$ cat config.mk
export PLATFORM = sky130hd
export DESIGN_NAME = hazard_ctrl
export DESIGN_NICKNAME = d
export VERILOG_FILES = /design/src/rtl/hazard_ctrl.sv
export SDC_FILE = /design/constraint.sdc
export NUM_CORES = 1
export LEC_CHECK = 0
export BUFFER_PORTS_ARGS = -buffer_cell sky130_fd_sc_hd__buf_2
export CAP_MARGIN = 20
export CORE_UTILIZATION = 40
export DETAILED_ROUTE_END_ITERATION = 7
export PLACE_DENSITY = 0.69
export SLEW_MARGIN = 10
export SYNTH_ARGS = -nofsm -noshare
export SYNTH_HDL_FRONTEND = slang
export SYNTH_SLANG_ARGS = --single-unit
$ cat constraint.sdc
create_clock -name clk_i -period 2.6 [get_ports clk_i]
set_input_delay 0.39 -clock clk_i [delete_from_list [all_inputs] [get_ports clk_i]]
set_output_delay 0.39 -clock clk_i [all_outputs]
set_load 0.005 [all_outputs]
$ cat src/rtl/hazard_ctrl.sv
// hazard_ctrl: stall/flush sequencer for the 5-stage pipeline.
// Resolves load-use bubbles, taken-branch flushes and multi-cycle data-memory
// accesses. It also runs a watchdog on memory waits (sticky timeout) and a
// saturating count of PC-stall cycles.
module hazard_ctrl #(
   parameter int WAIT_W   = 8,
   parameter int MAX_WAIT = 200
) (
   input  logic        clk_i,
   input  logic        rst_i,
   input  logic [4:0]  IF_ID_RSaddr_i,
   input  logic [4:0]  IF_ID_RTaddr_i,
   input  logic        ID_EX_MemRead_i,
   input  logic [4:0]  ID_EX_RTaddr_i,
   input  logic        Branch_taken_i,
   input  logic        MEM_req_i,
   input  logic        MEM_ack_i,
   output logic        PCWrite_o,
   output logic        IF_ID_Write_o,
   output logic        IF_ID_Flush_o,
   output logic        ID_EX_Bubble_o,
   output logic        Pipe_Stall_o,
   output logic        Timeout_o,
   output logic [15:0] Stall_cnt_o
);

   typedef enum logic [1:0] {
      RUN      = 2'd0,
      MEM_WAIT = 2'd1,
      ERROR    = 2'd2
   } state_t;

   localparam logic [WAIT_W-1:0] WAIT_LAST = WAIT_W'(MAX_WAIT - 1);

   state_t              state_q, state_d, cur_state_s;
   logic [WAIT_W-1:0]   wait_cnt_q, wait_cnt_d;
   logic                timeout_q, timeout_d;
   logic [15:0]         stall_cnt_q, stall_cnt_d;
   logic                load_use_s;
   logic                run_rules_s;

   // While reset is asserted the outputs follow RUN rules, whatever the stored state.
   always_comb begin
      if (rst_i) begin
         cur_state_s = RUN;
      end else begin
         cur_state_s = state_q;
      end
   end

   // Load-use: a load in EX whose (non-zero) destination is read by the instruction in ID.
   always_comb begin
      load_use_s = ID_EX_MemRead_i && (ID_EX_RTaddr_i != 5'd0) &&
                   ((ID_EX_RTaddr_i == IF_ID_RSaddr_i) ||
                    (ID_EX_RTaddr_i == IF_ID_RTaddr_i));
   end

   // Next-state logic and Mealy hazard outputs; memory freeze > load-use > branch flush.
   always_comb begin
      PCWrite_o      = 1'b1;
      IF_ID_Write_o  = 1'b1;
      IF_ID_Flush_o  = 1'b0;
      ID_EX_Bubble_o = 1'b0;
      Pipe_Stall_o   = 1'b0;
      run_rules_s    = 1'b0;
      state_d        = cur_state_s;
      wait_cnt_d     = wait_cnt_q;

      case (cur_state_s)
         RUN: begin
            if (MEM_req_i && !MEM_ack_i) begin
               PCWrite_o     = 1'b0;
               IF_ID_Write_o = 1'b0;
               Pipe_Stall_o  = 1'b1;
               state_d       = MEM_WAIT;
               wait_cnt_d    = '0;
            end else begin
               // A same-cycle ack is a hit; an ack with no request is ignored.
               run_rules_s = 1'b1;
            end
         end
         MEM_WAIT: begin
            if (!MEM_ack_i) begin
               PCWrite_o     = 1'b0;
               IF_ID_Write_o = 1'b0;
               Pipe_Stall_o  = 1'b1;
               if (wait_cnt_q == WAIT_LAST) begin
                  state_d = ERROR;
               end else begin
                  wait_cnt_d = wait_cnt_q + 1'b1;
               end
            end else begin
               // Freeze is released on the ack cycle, so ID hazards resolve right away.
               run_rules_s = 1'b1;
               state_d     = RUN;
               wait_cnt_d  = '0;
            end
         end
         ERROR: begin
            PCWrite_o     = 1'b0;
            IF_ID_Write_o = 1'b0;
            Pipe_Stall_o  = 1'b1;
         end
         default: begin
            state_d    = RUN;
            wait_cnt_d = '0;
         end
      endcase

      if (run_rules_s) begin
         if (load_use_s) begin
            // A coincident taken branch is dropped; it is re-evaluated next cycle.
            PCWrite_o      = 1'b0;
            IF_ID_Write_o  = 1'b0;
            ID_EX_Bubble_o = 1'b1;
         end else if (Branch_taken_i) begin
            IF_ID_Flush_o = 1'b1;
         end else begin
            IF_ID_Flush_o = 1'b0;
         end
      end else begin
         ID_EX_Bubble_o = 1'b0;
      end
   end

   // Sticky timeout flag and saturating stall-cycle counter.
   always_comb begin
      timeout_d = timeout_q || (state_d == ERROR);
      if (!PCWrite_o && (stall_cnt_q != 16'hFFFF)) begin
         stall_cnt_d = stall_cnt_q + 16'd1;
      end else begin
         stall_cnt_d = stall_cnt_q;
      end
   end

   // State and counter registers with synchronous reset.
   always_ff @(posedge clk_i) begin
      if (rst_i) begin
         state_q     <= RUN;
         wait_cnt_q  <= '0;
         timeout_q   <= 1'b0;
         stall_cnt_q <= 16'd0;
      end else begin
         state_q     <= state_d;
         wait_cnt_q  <= wait_cnt_d;
         timeout_q   <= timeout_d;
         stall_cnt_q <= stall_cnt_d;
      end
   end

   assign Timeout_o   = timeout_q;
   assign Stall_cnt_o = stall_cnt_q;

endmodule

======== After elaboration in Yosys (flattened, before gate mapping) ========
Index checks and enable logic that the tools add are counted.
W data, S select, Z words.
storage, ports and cells
  logic and storage cells ................. 50
  flip-flop bits (word level) ............. 27
cells by class
  bitwise gates (word level) .............. 1
  mux-type cells .......................... 23
  equal/unequal tests ..................... 9
  reductions and logical operators ........ 11
  add/subtract/negate cells ............... 2
operator list
  kind                     number
  $mux W8                  3
  $pmux W8 S3              1
  $add A16 B1 Y16 const B  1
  $ne A16 B16 Y1 const B   1
  $mux W1                  11
  $eq A5 B5 Y1             2
  $add A8 B1 Y8 const B    1
  $eq A8 B8 Y1 const B     1
  $mux W2                  4
  $pmux W1 S3              2
  $pmux W2 S3              1
  $reduce_bool A5 Y1       1
  $eq A2 B2 Y1 const B     2
  $logic_and A1 B1 Y1      4
  $ne A3 B3 Y1 const B     1
  $reduce_and A3 Y1        1
  $eq A2 B1 Y1 const B     1
  $logic_not A1 Y1         2
  $logic_not A2 Y1         1
  $logic_or A1 B1 Y1       2
  $ne A2 B2 Y1 const B     1
  $pmux W1 S2              1
  $not A1 Y1               1

======== Depth between registers and ports, before layout ========
Gate-level depths: netlist of run 1.
  depth in word-level cells ............... 8
  gate-level depth with buffers ........... 9
  gate-level depth less buffers ........... 7

======== Worst setup path after synthesis of run 1 ========
No wires, ideal clock.
  path kind ............................... input -> output
  start point ............................. input port ID_EX_RTaddr_i[1]
  end point ............................... output port PCWrite_o
  cell stages on the path ................. 7
  arrival time ............................ 1.685 ns
  required time ........................... 2.210 ns
  setup slack ............................. 0.525 ns
  buffers on the path ..................... 3
  cell sequence ........................... or4_1 -> o21ai_1 -> nor3_1 -> a21oi_2 -> buf_6 -> buf_6 -> buf_4
between the ends
  word-level cells in the longest chain between the ends .. 5
  elaborated cells on any way between the ends .. 8
  those cells by class .................... 2 x eq/ne; 2 x mux; 4 x reduce/logical
RTL lines
  element                                                           line    RTL
  start, declared                                                   14      input logic [4:0] ID_EX_RTaddr_i,
  $eq A5 B5 Y1 (tied with other cells)                              54      ((ID_EX_RTaddr_i == IF_ID_RSaddr_i) ||
  $logic_or A1 B1 Y1 / $logic_and A1 B1 Y1 (equally long branches)  54, 53
  $logic_and A1 B1 Y1 (*)                                           53      load_use_s = ID_EX_MemRead_i && (ID_EX_RTaddr_i != 5'd0) &&
  $mux W1 (*) (2 in a row)                                          -
  end, declared                                                     18      output logic PCWrite_o,
Every way passes the cells marked *; elsewhere a longest branch is shown, timed or not.

======== Worst setup path in the final report of run 1 ========
  start point ............................. input port ID_EX_RTaddr_i[1]
  end point ............................... output port IF_ID_Write_o
between the ends
  word-level cells in the longest chain between the ends .. 5
  elaborated cells on any way between the ends .. 8
  those cells by class .................... 2 x eq/ne; 2 x mux; 4 x reduce/logical
RTL lines
  element                                                           line    RTL
  $eq A5 B5 Y1 (tied with other cells)                              54
  $logic_or A1 B1 Y1 / $logic_and A1 B1 Y1 (equally long branches)  54, 53
  $logic_and A1 B1 Y1 (*)                                           53
  $mux W1 (*)                                                       111     if (load_use_s) begin
  $mux W1 (*)                                                       110     if (run_rules_s) begin
  end, declared                                                     19      output logic IF_ID_Write_o,
Marked as above.

==> results of run 1 <==
through the flow:
stage / std cells / instance area, um^2 / setup slack [ns] / hold slack, ns
after floorplan: 185 / 1635 / 0.5255 / 0.4508
after global routing: 272 / 1894 / 0.2776 / 0.5019
after global placement: 268 / 1849 / 0.3501 / 0.4323
after CTS: 272 / 1894 / 0.3374 / 0.4651
final: 272 / 1894 / 0.3504 / 0.4587
after detailed placement: 268 / 1849 / 0.3361 / 0.4434
routing by layer:
metal	part of all wire (%)	track usage (%)
met5	0	0
met4	1.7	7.181
met3	5.8	2.759
met2	42	23.85
met1	50	21.32
Yosys cell counts (2+ instances only):
| cell | number |
|---|---|
| or4_1 | 11 |
| o21ai_1 | 3 |
| and3_1 | 5 |
| nand2_1 | 11 |
| clkbuf_1 | 3 |
| buf_4 | 3 |
| buf_6 | 4 |
| nand3_1 | 7 |
| inv_1 | 4 |
| xnor2_1 | 11 |
| mux2_4 | 3 |
| dfxtp_1 | 27 |
| ha_1 | 2 |
| nor2_1 | 19 |
| nand3b_1 | 2 |
| nor3_1 | 5 |
| xor2_1 | 6 |
| nor2b_1 | 3 |
| o31ai_1 | 9 |
| nand4_1 | 9 |
| nand2b_1 | 2 |
| a21oi_1 | 13 |
cells by family after synthesis:
family          after synthesis
compound gates               34
xor+xnor                     17
fa+ha+maj                     2
buf+inv                      14
flops                        27
mux                           4
simple gates                 87
layout make-up:
type,instances,share of cell area (%)
multi-input cells,144,52.84
well taps,48,3.170
flip-flops and latches,27,28.53
clock buffers,4,2.378
repair buffers,45,12.29
inverters,4,0.7926
sequential cells by signal, indices dropped and copies added (netlist names):
signal and cells:
state_q 2, Stall_cnt_o 16, Timeout_o 1, wait_cnt_q 8
where the power goes:
group / switching (mW) / internal [mW] / leakage, nW
clock network: 0.131 / 0.110 / 0.0228
registers: 0.00618 / 0.418 / 0.218
logic: 0.0535 / 0.0476 / 0.489
total: 0.190 / 0.575 / 0.729
final timing paths:
check / to / slack (ns)
max: IF_ID_Write_o / 0.35
min: Timeout_o / 0.46
max reg2reg: Stall_cnt_o[13] / 0.46
min reg2reg: Timeout_o / 0.46
==> summary.md, run 1 <==
| Metric | Value |
|---|---|
| Status | `finished clean` |
| Compound-Gate Fraction of Synth Area | `between 15 and 20%` |
| Final number of setup-violating endpoints | `0` |
| H-tree levels | `1` |
| CTS Sinks | `27` |
| RSZ-0062 raised after global routing | `false` |
| Antenna-violating nets left | `0` |
| Post-Synthesis Cell Area | `1635 um^2` |
| Count of buffer and inverter cells on the critical path | `3` |
| Routed Wire Length | `between 3000 and 4000 um` |
| Synth Register Bits | `27` |
| Slew Limit Fails | `0` |
| First-pass GRT wire length | `~5400 um` |
| Antenna cells | `0` |
| Crit path cell chain | `buf_2 -> or4_1 -> o21ai_1 -> nor3_1 -> a21oi_2 -> buf_4 -> buf_2` |
| Critical path's top delay family | `simple AND/OR/NAND/NOR gates` |
| IO Pins | `43` |
| Initial antenna violation count | `0` |
| CP Launch Type | `input pin` |
| Core area | `3799 um^2` |
| Top-area cell type share of the netlist area | `approximately 33%` |
| Post-CTS sizing | `0` |
| Syn Nets | `208` |
| Worst r2r path cells | `7` |
| Fin nets | `248` |
| Required time worst endpoint | `2.21 ns` |
| Initial DRC count | `65` |
| Pwr Total | `approximately 770 uW` |
| Largest net degree at the start of global routing | `32` |
| Max incr delay on CP | `around 0.52 ns` |
| Avg Synthesized Cell Area | `approximately 9 um^2` |
| Min-delay worst type | `reg -> reg` |
| Fin crit share | `roughly 87%` |
| Area of the multi-input gates | `1001 um^2` |
| Vias in the first global route | `approximately 1200` |
| Hold depth | `1` |
| Rel. slew slack | `60.92%` |
| Layout cells sized above 1 | `roughly 29%` |
| Slew @ Worst Pin | `0.5862 ns` |
| Power Density | `404.3 nW/um^2` |
| Arr. time, crit path | `roughly 1.9 ns` |
| Adder-cell share of the synthesized area | `1.530%` |
| Total GRT Usage | `15.67%` |
| Maximum vdd drop | `between 0.15 and 0.2 mV` |
| Area delta synth->final | `15.84%` |
| Crit-path most repeated cell | `buf_2` |
| Post-synthesis sequential area ratio | `33.05%` |
| Detailed-route vias per instance | `approximately 5.3` |
| Worst skew pair latency | `roughly 0.28 ns` |
| Hold Violations, Final | `0` |
| Clk_skew | `roughly 0.0075 ns` |
| CTS tree | `yes` |
| 1st-pass router iterations | `4` |
| Critical Path Fanout Max | `31` |
| Number of flops mapped to enable cells by yosys | `0` |
| Die area | `~4300 um^2` |
| Most common cell after layout, fill and taps aside | `buf_2` |
| Clk buf depth | `2` |
| DR DRC count | `0` |
| CTS Root Cell | `clkbuf_8` |
| Max Cap Viol | `0` |
| Final Util | `~50%` |
| Num CTS Buffers | `3` |
| Placer congestion estimate | `around 0.74` |
| PortBufs | `42` |
| WL/cell | `between 10 and 15 um` |
| Pleak | `~0.73 nW` |
| Main combinational cell family by area after synthesis | `simple AND/OR/NAND/NOR gates` |
| Cells after Synth | `185` |
| Setup bufs post-CTS | `0` |
| Crit end category | `output pin` |
| Top FF cell, synth | `dfxtp_1` |
| Synth Area in XOR/XNOR | `between 9 and 10%` |
| Vias | `1447` |
| Critical hold path startpoint | `Timeout_o` |
| Post-CTS Hold Buffers | `0` |
| Worst flop-to-flop path startpoint | `Stall_cnt_o[2]` |
| Most frequent cells in the layout | `buf_2, dfxtp_1, nor2_1` |
| Mux share of post-synthesis cell area | `3.366%` |
| Max Fclk | `around 440 MHz` |
| Yosys cell types | `between 40 and 50` |
| Cell Rows | `22` |
| Synth area leaders | `dfxtp_1, xnor2_1, or4_1` |
| Tmin final | `around 2.2 ns` |
| WP depth | `7` |
| Worst Setup SP | `ID_EX_RTaddr_i[1]` |
| Register Area | `about 540 um^2` |
| Yosys warning count | `0` |
| Grt ovf | `0` |
| Clk slew on worst S/H paths | `roughly 0.09 ns` |
| Die Ht | `65.94 um` |
| Synth area leader | `dfxtp_1` |
| Post-DP HPWL | `roughly 2300 um` |
| Fraction of registers with async set/reset | `0%` |
| Initial Utilization | `between 40 and 50%` |
| Simple-gate area share of the yosys netlist | `31.83%` |
| Fillers | `~370` |
| Crit path kind | `in -> out` |
| Slowest CP cell | `or4_1` |
| TNS Setup | `0 ns` |
| Die Width | `around 66 um` |
No activity file was read; power rests on OpenSTA's default activity.
==> run 2: changes to the inputs <==
--- a/config.mk
+++ b/config.mk
@@ -7,9 +7,9 @@
 export LEC_CHECK = 0
 export BUFFER_PORTS_ARGS = -buffer_cell sky130_fd_sc_hd__buf_2
 export CAP_MARGIN = 20
-export CORE_UTILIZATION = 40
+export CORE_UTILIZATION = 45
 export DETAILED_ROUTE_END_ITERATION = 7
-export PLACE_DENSITY = 0.69
+export PLACE_DENSITY = 0.76
 export SLEW_MARGIN = 10
 export SYNTH_ARGS = -nofsm -noshare
 export SYNTH_HDL_FRONTEND = slang
==> summary.md, run 2 (same netlist as run 1, synthesis figures left out) <==
| Metric | Value |
|---|---|
| IO Pins | `43` |
| Vias in the first global route | `~1400` |
| H-tree levels | `1` |
| Pwr Total | `about 710 uW` |
| Max Cap Viol | `0` |
| Die area | `a little under 4000 um^2` |
| WL/cell | `11.83 um` |
| Worst skew pair latency | `0.32 ns` |
| Crit path kind | `in -> out` |
| Status | `finished clean` |
| Initial antenna violation count | `0` |
| Most common cell after layout, fill and taps aside | `buf_2` |
| Most frequent cells in the layout | `buf_2, dfxtp_1, nor2_1` |
| Setup bufs post-CTS | `0` |
| First-pass GRT wire length | `approximately 5600 um` |
| CP Launch Type | `input pin` |
| Required time worst endpoint | `~2.2 ns` |
| 1st-pass router iterations | `4` |
| RSZ-0062 raised after global routing | `false` |
| Core area | `~3400 um^2` |
| Grt ovf | `0` |
| Fin crit share | `85.16%` |
| Antenna-violating nets left | `0` |
| Largest net degree at the start of global routing | `26` |
| CTS tree | `yes` |
| Final number of setup-violating endpoints | `0` |
| Maximum vdd drop | `~0.17 mV` |
| Post-CTS sizing | `0` |
| CTS Sinks | `27` |
| Initial Utilization | `47.88%` |
| Worst flop-to-flop path startpoint | `Stall_cnt_o[2]` |
| Power Density | `between 300 and 400 nW/um^2` |
| Slew Limit Fails | `0` |
| Die Ht | `roughly 62 um` |
| Tmin final | `~2.2 ns` |
| Max FFs per register | `16` |
| Detailed-route vias per instance | `roughly 5.4` |
| Fin nets | `between 200 and 250` |
| Slew @ Worst Pin | `approximately 0.60 ns` |
| Clk slew on worst S/H paths | `around 0.14 ns` |
| Vias | `1459` |
| Post-DP HPWL | `around 2400 um` |
| TNS Setup | `0 ns` |
| DR DRC count | `0` |
| Cell Rows | `21` |
| Critical Path Fanout Max | `25` |
| Num CTS Buffers | `3` |
| Die Width | `approximately 62 um` |
| Routed Wire Length | `between 3000 and 4000 um` |
| Max Fclk | `roughly 450 MHz` |
| Initial DRC count | `36` |
| Post-CTS Hold Buffers | `0` |
| Hold Violations, Final | `0` |
| Total GRT Usage | `17.64%` |
| Layout cells sized above 1 | `29.33%` |
| Min-delay worst type | `reg -> reg` |
| Worst Setup SP | `ID_EX_RTaddr_i[1]` |
| Clk buf depth | `2` |
| Area post-placement | `about 1900 um^2` |
| Area delta synth->final | `15.07%` |
| Antenna cells | `0` |
| Arr. time, crit path | `about 1.8 ns` |
| Rel. slew slack | `60.20%` |
| Fin area | `between 1500 and 2000 um^2` |
| PortBufs | `42` |
| Clk_skew | `approximately 0.0027 ns` |
| Crit end category | `output pin` |
| CTS Root Cell | `clkbuf_4` |
| Critical hold path startpoint | `Timeout_o` |
| Placer congestion estimate | `between 0.7 and 0.8` |
| Pleak | `approximately 0.73 nW` |
[run 2: changes by cell type in the layout (fill, tap and decap cells not counted), sizes merged]
cell	before	now
clkinv	0	1
clkbuf	4	3
buf	45	46
[run 2: metal layers]
metal	wire, um	track usage, %	vias to the layer above
met2	1496	30.49	30
met1	1539	21.13	665
met3	144	3.860	2
met4	27	6.977	0
li1	-	-	762
met5	0	0	-
[run 2: layout make-up]
type	count	area [um^2]
sequential	27	540.5
tap	46	57.56
fill	328	1534
multi-input combinational	144	1001
clock inverter	1	5.005
clock buffer	3	22.52
timing repair buffer	46	240.2
inverter	4	15.01
[run 2: metrics by stage]
| step | utilization (%) | std cells | hold WS (ns) | setup WS [ns] |
|---|---|---|---|---|
| finish | 55.09 | 271 | 0.4704 | 0.3859 |
| global route | 55.09 | 271 | 0.4747 | 0.2206 |
| CTS | 55.09 | 271 | 0.4771 | 0.3755 |
| detailed placement | 54.29 | 267 | 0.4416 | 0.3730 |
| global placement | 54.29 | 267 | 0.4373 | 0.3908 |
| floorplan | - | 185 | 0.4508 | 0.5255 |
[run 2: report_power, final]
group	internal [mW]	leakage, nW	switching, mW
logic	0.0490	0.493	0.0535
clock network	0.0576	0.0177	0.122
registers	0.419	0.218	0.00645
total	0.525	0.729	0.182
[run 2: worst max-delay path, stage by stage]
cell and delay [ns]:
buf_2 0.12, or4_1 0.51, o21ai_1 0.16, nor3_1 0.07, a21oi_2 0.14, buf_4 0.26, buf_2 0.16
[run 2: path summary, 6_finish.rpt]
kind	cells past startpoint	endpoint	slack, ns
max	7	IF_ID_Write_o	0.39
min	1	Timeout_o	0.47
max reg2reg	7	Stall_cnt_o[2]	0.42
min reg2reg	1	Timeout_o	0.47
==> run 3: changes to the inputs <==
--- a/config.mk
+++ b/config.mk
@@ -7,9 +7,11 @@
 export LEC_CHECK = 0
 export BUFFER_PORTS_ARGS = -buffer_cell sky130_fd_sc_hd__buf_2
 export CAP_MARGIN = 20
-export CORE_UTILIZATION = 45
+export CELL_PAD_IN_SITES_DETAIL_PLACEMENT = 2
+export CELL_PAD_IN_SITES_GLOBAL_PLACEMENT = 2
+export CORE_UTILIZATION = 31
 export DETAILED_ROUTE_END_ITERATION = 7
-export PLACE_DENSITY = 0.76
+export PLACE_DENSITY = 0.86
 export SLEW_MARGIN = 10
 export SYNTH_ARGS = -nofsm -noshare
 export SYNTH_HDL_FRONTEND = slang
==> summary.md, run 3 (same netlist as run 1, synthesis figures left out) <==
| Metric | Value |
|---|---|
| Pwr Total | `783.8 uW` |
| Largest net degree at the start of global routing | `32` |
| CTS tree | `yes` |
| Initial antenna violation count | `0` |
| Clk buf depth | `2` |
| Post-CTS sizing | `0` |
| Clk_skew | `around 0.005 ns` |
| Slew Limit Fails | `0` |
| PortBufs | `42` |
| Max FFs per register | `16` |
| Die Width | `approximately 75 um` |
| 1st-pass router iterations | `4` |
| Met3 wire length | `~160 um` |
| Fin area | `around 2000 um^2` |
| Register Area | `around 540 um^2` |
| Vias | `1518` |
| Status | `finished clean` |
| Worst r2r path cells | `7` |
| Initial Utilization | `roughly a third` |
| Area of the multi-input gates | `roughly 1000 um^2` |
| Arr. time, crit path | `between 1.5 and 2 ns` |
| Routed Wire Length | `about 4300 um` |
| Grt ovf | `0` |
| Antenna cells | `0` |
| Switching pwr | `approximately 210 uW` |
| Combinational share of power | `14.0%` |
| Die area | `around 5600 um^2` |
| Core area | `5107 um^2` |
| CP Launch Type | `input pin` |
| Maximum vdd drop | `~0.18 mV` |
| Placement Setup Slack | `between 0.3 and 0.4 ns` |
| Critical Path End | `IF_ID_Write_o` |
| TNS Setup | `0 ns` |
| Fillers | `601` |
| Most common cell after layout, fill and taps aside | `buf_2` |
| Reg-to-reg slack, setup | `approximately 0.43 ns` |
| Num CTS Buffers | `3` |
| RSZ-0062 raised after global routing | `false` |
| Placer congestion estimate | `a little over 0.7` |
| Crit path kind | `in -> out` |
| Clock Power Share | `31.8%` |
| Total GRT Usage | `16.12%` |
| Min-delay worst type | `reg -> reg` |
| Setup bufs post-CTS | `0` |
| Pleak | `between 0.7 and 0.8 nW` |
| Critical Path Fanout Max | `31` |
| Area post-placement | `~1900 um^2` |
| CTS Root Cell | `clkbuf_8` |
| Sw frac | `between 20% and 30%` |
| Worst flop-to-flop path startpoint | `Stall_cnt_o[2]` |
| Hold Violations, Final | `0` |
| Die Ht | `~75 um` |
| Placed cell count | `291` |
| Antenna-violating nets left | `0` |
| Post-CTS Hold Buffers | `0` |
| Slew @ Worst Pin | `about 0.6 ns` |
| Cell Rows | `26` |
| Most frequent cells in the layout | `buf_2, dfxtp_1, nor2_1` |
| Fin crit share | `85.78%` |
| Met1 wire length | `2026 um` |
| Post-DP HPWL | `3233 um` |
| CTS Sinks | `27` |
| WL/cell | `14.49 um` |
| Crit end category | `output pin` |
| Worst Setup SP | `ID_EX_RTaddr_i[1]` |
| DR DRC count | `0` |
| DR WL met2 | `between 2000 and 2500 um` |
| Reg2reg end | `Stall_cnt_o[3]` |
| Initial DRC count | `about 60` |
| Fin nets | `about 250` |
| Final worst setup slack | `0.3698 ns` |
| Vias in the first global route | `about 1400` |
| Rel. slew slack | `between 60% and 70%` |
| Internal cell power | `approximately 580 uW` |
| IO Pins | `43` |
| Detailed-route vias per instance | `5.146` |
| Clk slew on worst S/H paths | `0.10 ns` |
| Layout cells sized above 1 | `between 20% and 30%` |
| Max Cap Viol | `0` |
| Power Density | `between 400 and 500 nW/um^2` |
| Worst skew pair latency | `0.28 ns` |
| First-pass GRT wire length | `6920 um` |
| Non-Filler Instances | `roughly 300` |
| Area delta synth->final | `18.82%` |
| Top routing layer in use | `met4` |
| Flop pwr share | `a little over half` |
| Required time worst endpoint | `roughly 2.2 ns` |
| Tmin final | `about 2.2 ns` |
| H-tree levels | `1` |
| Max Fclk | `448.4 MHz` |
| Final number of setup-violating endpoints | `0` |
## run 3: how the worst min path moves through the flow
stage | depth (start not counted) | endpoint | slack (ns) | start
after floorplan | 1 | Timeout_o | 0.45 | Timeout_o
after global routing | 1 | Timeout_o | 0.48 | Timeout_o
after CTS | 1 | Timeout_o | 0.47 | Timeout_o
final | 1 | Timeout_o | 0.47 | Timeout_o
after global placement | 1 | Timeout_o | 0.43 | Timeout_o
after detailed placement | 1 | Timeout_o | 0.44 | Timeout_o
## run 3: critical path, cell delays in order
cell,delay [ns]
buf_2,0.12
or4_1,0.52
o21ai_1,0.18
nor3_1,0.09
a21oi_2,0.20
buf_12,0.19
buf_2,0.13
## run 3: metrics by stage
stage / utilization [%] / hold slack, ns
after floorplan: - / 0.4508
after global placement: 37.14 / 0.4290
after detailed placement: 37.14 / 0.4402
after CTS: 38.05 / 0.4716
after global routing: 38.05 / 0.4839
final: 38.05 / 0.4705
## run 3: area by class of cell
class,count,share of cell area [%]
Timing Repair Buffer,46,13.01
Multi-Input combinational cell,144,51.51
Inverter,4,0.7727
Clock inverter,1,0.2576
Sequential cell,27,27.82
Clock buffer,3,2.125
Tap cell,70,4.507
## run 3: power groups by stage
stage	Clock [mW]	Combinational, mW	Sequential, mW
6_report	0.249	0.109	0.425
3_5_place_dp	0	0.111	0.434
2_1_floorplan	0	0.0712	0.433
3_3_place_gp	0	0.108	0.434
5_1_grt	0.269	0.121	0.426
4_1_cts	0.257	0.111	0.425
## run 3: routing by layer
layer / up-vias / global-route usage [%]
li1: 759 / -
met1: 724 / 20.87
met2: 33 / 27.73
met3: 2 / 2.677
met4: 0 / 4.403
met5: - / 0
